==> config.mk <==
export PLATFORM = sky130hd
export DESIGN_NAME = bnn_input_loader_flat
export DESIGN_NICKNAME = d
export VERILOG_FILES = /design/src/rtl/bnn_input_loader_if.sv /design/src/rtl/bnn_input_loader.sv /design/src/flat_wrapper.sv
export SDC_FILE = /design/constraint.sdc
export NUM_CORES = 1
export LEC_CHECK = 0
export CELL_PAD_IN_SITES_DETAIL_PLACEMENT = 0
export CELL_PAD_IN_SITES_GLOBAL_PLACEMENT = 2
export CORE_UTILIZATION = 30
export DETAILED_ROUTE_END_ITERATION = 6
export DONT_BUFFER_PORTS = 1
export PLACE_DENSITY_LB_ADDON = 0.15
export SLEW_MARGIN = 5
export SYNTH_ARGS = -nofsm -noshare
export SYNTH_HDL_FRONTEND = slang
export SYNTH_SLANG_ARGS = --single-unit
==> constraint.sdc <==
create_clock -name clk -period 3.4 [get_ports clk]
set_clock_uncertainty 0.2 [all_clocks]
set_input_delay 0.68 -clock clk [delete_from_list [all_inputs] [get_ports clk]]
set_output_delay 0.68 -clock clk [all_outputs]
set_load 0.01 [all_outputs]
==> src/rtl/bnn_input_loader_if.sv <==
// Host word stream into the BNN input loader.
// The master drives words and the slave returns s_ready.
interface bnn_input_loader_if #(
    parameter int DATA_W = 16
);
    logic              s_valid;
    logic              s_ready;
    logic [DATA_W-1:0] s_data;
    logic              s_hdr;
    logic              s_eol;

    modport master (output s_valid, s_data, s_hdr, s_eol, input s_ready);
    modport slave  (input s_valid, s_data, s_hdr, s_eol, output s_ready);
endinterface

==> src/rtl/bnn_input_loader.sv <==
// Packs a host header/row word stream into the engine's input SRAM image list.
// After the terminator is written, the loader launches the engine and waits for busy to drop.
module bnn_input_loader #(
    parameter int ADDR_W   = 12,
    parameter int DATA_W   = 16,
    parameter int MAX_ADDR = 4095
) (
    input  logic              clk,
    input  logic              reset_b,
    bnn_input_loader_if.slave s,
    output logic [ADDR_W-1:0] sram_write_address,
    output logic [DATA_W-1:0] sram_write_data,
    output logic              sram_write_enable,
    output logic              acc_run,
    input  logic              acc_busy,
    output logic              done,
    output logic              error,
    output logic [1:0]        err_code
);
    typedef enum logic [2:0] {
        ST_IDLE = 3'd0,
        ST_HDR  = 3'd1,
        ST_ROWS = 3'd2,
        ST_RUN  = 3'd3,
        ST_WAIT = 3'd4,
        ST_ERR  = 3'd5
    } state_t;

    localparam logic [1:0]        ERR_NONE = 2'd0;
    localparam logic [1:0]        ERR_DIM  = 2'd1;
    localparam logic [1:0]        ERR_OVF  = 2'd2;
    localparam logic [1:0]        ERR_PROT = 2'd3;
    localparam logic [DATA_W-1:0] TERM     = 16'h00FF;
    // Counter carries one extra bit so an address one past MAX_ADDR is detectable.
    localparam logic [ADDR_W:0]   MAX_A    = (ADDR_W+1)'(MAX_ADDR);
    localparam logic [ADDR_W:0]   ONE_A    = (ADDR_W+1)'(1);

    state_t              state_q, state_d;
    logic [ADDR_W:0]     addr_q, addr_d;
    logic [4:0]          row_q, row_d;
    logic [4:0]          dim_q, dim_d;
    logic                we_q, we_d;
    logic [ADDR_W-1:0]   wa_q, wa_d;
    logic [DATA_W-1:0]   wd_q, wd_d;
    logic                run_q, run_d;
    logic                done_q, done_d;
    logic                err_q, err_d;
    logic [1:0]          code_q, code_d;
    logic                busy_q;
    logic                ready_q, ready_d;

    logic                xfer_s, hdr_s, eol_s, legal_s, room_s, last_row_s;
    logic [4:0]          dim_in_s;

    function automatic logic dim_legal(input logic [4:0] dim);
        return (dim == 5'd10) || (dim == 5'd12) || (dim == 5'd16);
    endfunction

    function automatic logic [DATA_W-1:0] row_mask(input logic [4:0] dim);
        logic [DATA_W:0] m;
        m = ((DATA_W+1)'(1) << dim) - (DATA_W+1)'(1);
        return m[DATA_W-1:0];
    endfunction

    assign xfer_s     = s.s_valid & ready_q;
    assign eol_s      = s.s_eol;
    assign hdr_s      = s.s_hdr & ~s.s_eol;
    assign dim_in_s   = s.s_data[4:0];
    assign legal_s    = dim_legal(dim_in_s);
    assign room_s     = (addr_q <= MAX_A);
    assign last_row_s = (row_q == (dim_q - 5'd1));

    // Next-state, SRAM write and handshake decode.
    always_comb begin
        state_d = state_q;
        addr_d  = addr_q;
        row_d   = row_q;
        dim_d   = dim_q;
        we_d    = 1'b0;
        wa_d    = wa_q;
        wd_d    = wd_q;
        run_d   = run_q;
        done_d  = 1'b0;
        err_d   = err_q;
        code_d  = code_q;
        case (state_q)
            ST_IDLE: begin
                if (xfer_s && hdr_s) begin
                    err_d  = 1'b0;
                    code_d = ERR_NONE;
                    addr_d = '0;
                    row_d  = 5'd0;
                    dim_d  = dim_in_s;
                    if (legal_s) begin
                        we_d    = 1'b1;
                        wa_d    = '0;
                        wd_d    = s.s_data;
                        addr_d  = ONE_A;
                        state_d = ST_ROWS;
                    end else begin
                        err_d   = 1'b1;
                        code_d  = ERR_DIM;
                        state_d = ST_ERR;
                    end
                end else begin
                    state_d = ST_IDLE;
                end
            end
            ST_HDR: begin
                if (!xfer_s) begin
                    state_d = ST_HDR;
                end else if (eol_s) begin
                    if (room_s) begin
                        we_d    = 1'b1;
                        wa_d    = addr_q[ADDR_W-1:0];
                        wd_d    = TERM;
                        addr_d  = addr_q + ONE_A;
                        state_d = ST_RUN;
                    end else begin
                        err_d   = 1'b1;
                        code_d  = ERR_OVF;
                        state_d = ST_ERR;
                    end
                end else if (hdr_s) begin
                    if (!legal_s) begin
                        err_d   = 1'b1;
                        code_d  = ERR_DIM;
                        state_d = ST_ERR;
                    end else if (room_s) begin
                        we_d    = 1'b1;
                        wa_d    = addr_q[ADDR_W-1:0];
                        wd_d    = s.s_data;
                        addr_d  = addr_q + ONE_A;
                        dim_d   = dim_in_s;
                        row_d   = 5'd0;
                        state_d = ST_ROWS;
                    end else begin
                        err_d   = 1'b1;
                        code_d  = ERR_OVF;
                        state_d = ST_ERR;
                    end
                end else begin
                    err_d   = 1'b1;
                    code_d  = ERR_PROT;
                    state_d = ST_ERR;
                end
            end
            ST_ROWS: begin
                if (!xfer_s) begin
                    state_d = ST_ROWS;
                end else if (eol_s || s.s_hdr) begin
                    err_d   = 1'b1;
                    code_d  = ERR_PROT;
                    state_d = ST_ERR;
                end else if (room_s) begin
                    we_d   = 1'b1;
                    wa_d   = addr_q[ADDR_W-1:0];
                    wd_d   = s.s_data & row_mask(dim_q);
                    addr_d = addr_q + ONE_A;
                    if (last_row_s) begin
                        row_d   = 5'd0;
                        state_d = ST_HDR;
                    end else begin
                        row_d   = row_q + 5'd1;
                    end
                end else begin
                    err_d   = 1'b1;
                    code_d  = ERR_OVF;
                    state_d = ST_ERR;
                end
            end
            ST_RUN: begin
                // Request is raised one cycle after the terminator write and held until busy is seen.
                if (run_q && acc_busy) begin
                    run_d   = 1'b0;
                    state_d = ST_WAIT;
                end else begin
                    run_d   = 1'b1;
                end
            end
            ST_WAIT: begin
                if (busy_q && !acc_busy) begin
                    done_d  = 1'b1;
                    state_d = ST_IDLE;
                end else begin
                    state_d = ST_WAIT;
                end
            end
            ST_ERR: begin
                if (xfer_s && eol_s) begin
                    state_d = ST_IDLE;
                end else begin
                    state_d = ST_ERR;
                end
            end
            default: begin
                state_d = ST_IDLE;
            end
        endcase
        ready_d = (state_d != ST_RUN) && (state_d != ST_WAIT);
    end

    // State, counters and registered outputs.
    always_ff @(posedge clk or negedge reset_b) begin
        if (!reset_b) begin
            state_q <= ST_IDLE;
            addr_q  <= '0;
            row_q   <= 5'd0;
            dim_q   <= 5'd0;
            we_q    <= 1'b0;
            wa_q    <= '0;
            wd_q    <= '0;
            run_q   <= 1'b0;
            done_q  <= 1'b0;
            err_q   <= 1'b0;
            code_q  <= ERR_NONE;
            busy_q  <= 1'b0;
            ready_q <= 1'b0;
        end else begin
            state_q <= state_d;
            addr_q  <= addr_d;
            row_q   <= row_d;
            dim_q   <= dim_d;
            we_q    <= we_d;
            wa_q    <= wa_d;
            wd_q    <= wd_d;
            run_q   <= run_d;
            done_q  <= done_d;
            err_q   <= err_d;
            code_q  <= code_d;
            busy_q  <= acc_busy;
            ready_q <= ready_d;
        end
    end

    assign s.s_ready          = ready_q;
    assign sram_write_enable  = we_q;
    assign sram_write_address = wa_q;
    assign sram_write_data    = wd_q;
    assign acc_run            = run_q;
    assign done               = done_q;
    assign error              = err_q;
    assign err_code           = code_q;
endmodule

==> src/flat_wrapper.sv <==
// flat-port wrapper written by rule: the top's interface ports become plain ports
module bnn_input_loader_flat 
#(
    parameter int ADDR_W   = 12,
    parameter int DATA_W   = 16,
    parameter int MAX_ADDR = 4095
)
  (clk, reset_b, sram_write_address, sram_write_data, sram_write_enable, acc_run, acc_busy, done, error, err_code, s_s_valid, s_s_data, s_s_hdr, s_s_eol, s_s_ready);
  bnn_input_loader_if #(.DATA_W(DATA_W)) s_i ();
  input  logic clk;
  input  logic reset_b;
  output logic [ADDR_W-1:0] sram_write_address;
  output logic [DATA_W-1:0] sram_write_data;
  output logic sram_write_enable;
  output logic acc_run;
  input  logic acc_busy;
  output logic done;
  output logic error;
  output logic [1:0] err_code;
  input wire logic [$bits(s_i.s_valid)-1:0] s_s_valid;
  input wire logic [$bits(s_i.s_data)-1:0] s_s_data;
  input wire logic [$bits(s_i.s_hdr)-1:0] s_s_hdr;
  input wire logic [$bits(s_i.s_eol)-1:0] s_s_eol;
  output wire logic [$bits(s_i.s_ready)-1:0] s_s_ready;
  assign s_i.s_valid = s_s_valid;
  assign s_i.s_data = s_s_data;
  assign s_i.s_hdr = s_s_hdr;
  assign s_i.s_eol = s_s_eol;
  assign s_s_ready = s_i.s_ready;
  bnn_input_loader #(.ADDR_W(ADDR_W), .DATA_W(DATA_W), .MAX_ADDR(MAX_ADDR)) u_core (.clk(clk), .reset_b(reset_b), .s(s_i), .sram_write_address(sram_write_address), .sram_write_data(sram_write_data), .sram_write_enable(sram_write_enable), .acc_run(acc_run), .acc_busy(acc_busy), .done(done), .error(error), .err_code(err_code));
endmodule
==> impl_metrics.ini <==
[global_route]
overflow = 0
grt_max_degree = 63
antenna_found_initial = 0
grt_pass1_vias = 3440
grtUsageTotal = 0.187
grt_pass1_wl_um = 19900

[routing]
ant_nets = 0
vias = 3516
via_per_inst = 5.66
wl_um = 12200
detail_route.first_pass.iterations = 4
drtIter0Drc = 267
drc = 0
wl_per_cell_um = 19.6

[synthesis]
syn_area_um2 = 3990
synth_seq_cells = 62
synth_edf_count = 0
synthTopCellsByArea = dfrtp_1 39%, mux2_2 4.2%, nand2_1 4.0%, nand3_1 3.5%, ha_1 2.8%
syn_nets = 472
avgSynthCellArea_um2 = 9.05
ys_seq_area_frac = 0.389
ys.flop_type = dfrtp_1
yosys.area.top_type = dfrtp_1
synthCells = 441
yosys_warnings = 0
synth_top_area_share = 0.389
synthArstFlopShare = 1.00
yosysUniqueCellTypes = 71

[sta]
timing.hold.ws_ps = 19.3
fmax_mhz = 336
worst_pin_slew_ps = 866
hold_viol_final = 0
slew_viol_final = 0
fin_setup_tns_ps = 0
period_share = 0.876
finalSetupViolCount = 0
finalCriticalPeriod_ps = 2980
slew_headroom = 0.421
rsz0062_at_grt = false

[clock_tree]
cts.clk_slew.worst_paths_ps = 60
htree_levels = 3
insertion_delay_ps = 340
post_cts_buffers = 0
cts-resized-gates = 0
cts-hold-fix-buffers = 1
clock_path_buffers = 2
cts_sinks = 62
numCtsBuffers = 9
cts_tree = built
root_buffer = clkbuf_16

[finish]
fin_area_um2 = 4560
area_growth_pct = 14.3
drive_above_1_share = 0.149
antennaDiodeCount = 0
finalNetCount = 476

[floorplan]
start_util = 0.313
die_w_um = 117
die_y_um = 117
dieArea_um2 = 13800
ioPinCount = 57
rows = 41
design.core.area_um2 = 12800

[setup_path]
cpMaxStageDelayCell = or4_1
critPathLaunchType = flip-flop
worst_path_largest_cell_delay_ps = 540
path_cells = inv_1 > ha_1 > ha_1 > or4_1 > a21oi_1 > or3_1 > a21oi_1 > o41ai_1
end_kind = flip-flop
critPathRequiredTime_ps = 3430
cp_max_fo = 7
crit_end = u_core.sram_write_data[11]$_DFFE_PN0P_
critPathKind = reg2reg
crit_start = u_core.dim_q[0]$_DFFE_PN0P_
regToRegSetupSlack_ps = 420
worstReg2RegStart = u_core.dim_q[0]$_DFFE_PN0P_
r2r_cells = 8
crit_arrival_ps = 3000
r2r-end = u_core.sram_write_data[11]$_DFFE_PN0P_

[power]
p_leak_nw = 1.89
finalPower_mw = 3.93
ir_drop_mv = 0.304
power.density_nw_per_um2 = 861

[place]
port_buffers = 0
dp_hpwl_um = 8710
gp_congestion = 0.822
dpl_cell_area_um2 = 4240

[flow_run]
drv_cap = 0

[min_path]
worstHoldPathType = in2async

[run_status]
status = complete, no violations
==> sequential cells by signal (all words and copies together) (netlist names) <==
register,flops
u_core.acc_run,1
u_core.s.s_ready,1
u_core.dim_q,5
u_core.row_q,5
u_core.err_code,2
u_core.sram_write_enable,1
u_core.busy_q,1
u_core.sram_write_address,12
u_core.sram_write_data,16
u_core.error,1
u_core.addr_q,13
u_core.state_q,3
u_core.done,1
==> cells by family (layout without fill, tap and decap cells) <==
group | after synthesis | after routing | synth area share
AOI/OAI and AO/OA | 125 | 125 | 0.237
xor gates and xnor gates | 11 | 11 | 0.0241
adders and majority gates | 9 | 9 | 0.0282
buffers and inverters | 44 | 52 | 0.0426
DFF | 62 | 62 | 0.389
muxes | 23 | 23 | 0.0624
and+or+nand+nor | 167 | 167 | 0.217
==> worst min-delay path by stage <==
| stage | from | to | cells past startpoint |
|---|---|---|---|
| final | reset_b | u_core.dim_q[0]$_DFFE_PN0P_ | 1 |
| after global routing | reset_b | u_core.dim_q[0]$_DFFE_PN0P_ | 1 |
| after CTS | reset_b | u_core.sram_write_data[6]$_DFFE_PN0P_ | 1 |
| after detailed placement | reset_b | u_core.sram_write_data[1]$_DFFE_PN0P_ | 0 |
| after global placement | reset_b | u_core.sram_write_data[2]$_DFFE_PN0P_ | 0 |
| after floorplan | reset_b | u_core.acc_run$_DFFE_PN0N_ | 0 |
==> final cells by class <==
cell class / instances / area (um2)
Fill cell: 1313 / 8210
Multi-Input combinational cell: 335 / 2270
Sequential cell: 62 / 1550
Clock buffer: 10 / 239
Tap cell: 172 / 215
Timing Repair Buffer: 18 / 155
Inverter: 19 / 71.3
Clock inverter: 5 / 60.1
==> metrics by stage <==
stage / std cells / setup WS (ps) / utilization
floorplan: 441 / 529 / -
global placement: 605 / 535 / 0.332
detailed placement: 605 / 471 / 0.332
CTS: 621 / 433 / 0.357
global route: 621 / 196 / 0.357
finish: 621 / 421 / 0.357
==> synthesized netlist by cell type, drive strengths merged (3+ instances only) <==
cell / n
mux2i: 8
a21oi: 18
and4: 4
o311ai: 5
mux2: 15
nor2b: 3
a211o: 5
and2: 5
xor2: 3
a31oi: 12
o21ai: 15
nand2: 43
nor2: 29
or3: 5
o211ai: 8
xnor2: 8
nor3: 13
nand3b: 3
o41ai: 3
o22ai: 4
nor4: 4
o31ai: 12
inv: 19
a221oi: 3
or4: 3
nand3: 28
o21a: 4
clkbuf: 23
or2: 5
nand4: 3
o21bai: 5
nand2b: 6
ha: 9
dfrtp: 62
and3: 5
==> power breakdown <==
group	leakage [nW]	switching [mW]	internal, mW
Sequential	0.804	0.310	0.949
Combinational	0.958	1.03	0.702
Clock	0.133	0.352	0.583
==> per-layer routing <==
layer | share of wire | global-route usage | routed length (um) | vias to the layer above
met4 | 0.022 | 0.0657 | 265 | 0
met1 | 0.45 | 0.245 | 5520 | 1726
met2 | 0.47 | 0.293 | 5720 | 108
met3 | 0.055 | 0.0516 | 674 | 16
met5 | 0 | 0 | 0 | -
li1 | - | - | - | 1666
==> layout by cell type (no fill, tap or decap), types with 5 or more instances in the layout <==
cell type  synthesis  layout
mux2_2            15      15
buf_4              1      17
mux2i_1            8       8
or3_1              5       5
clkbuf_16          0       9
o31ai_1           12      12
dfrtp_1           62      62
nand2b_1           6       6
xnor2_1            8       8
and3_1             5       5
nand3_1           28      28
nor3_1            13      13
a21oi_1           18      18
o21ai_0           15      15
o21bai_1           5       5
ha_1               9       9
nor2_1            28      28
a31oi_1           12      12
o211ai_1           8       8
inv_1             18      18
o311ai_0           5       5
nand2_1           43      43
==> worst max-delay path: cells and delay by family (launching register included) <==
family                   cells  cell delay [ps]
adder cells (fa/ha/maj)      2              470
flip-flops                   1              450
AO/OA/AOI/OAI                3              910
AND/OR/NAND/NOR              2              730
buffers and inverters        1              100
No activity file was read; power rests on OpenSTA's default activity.
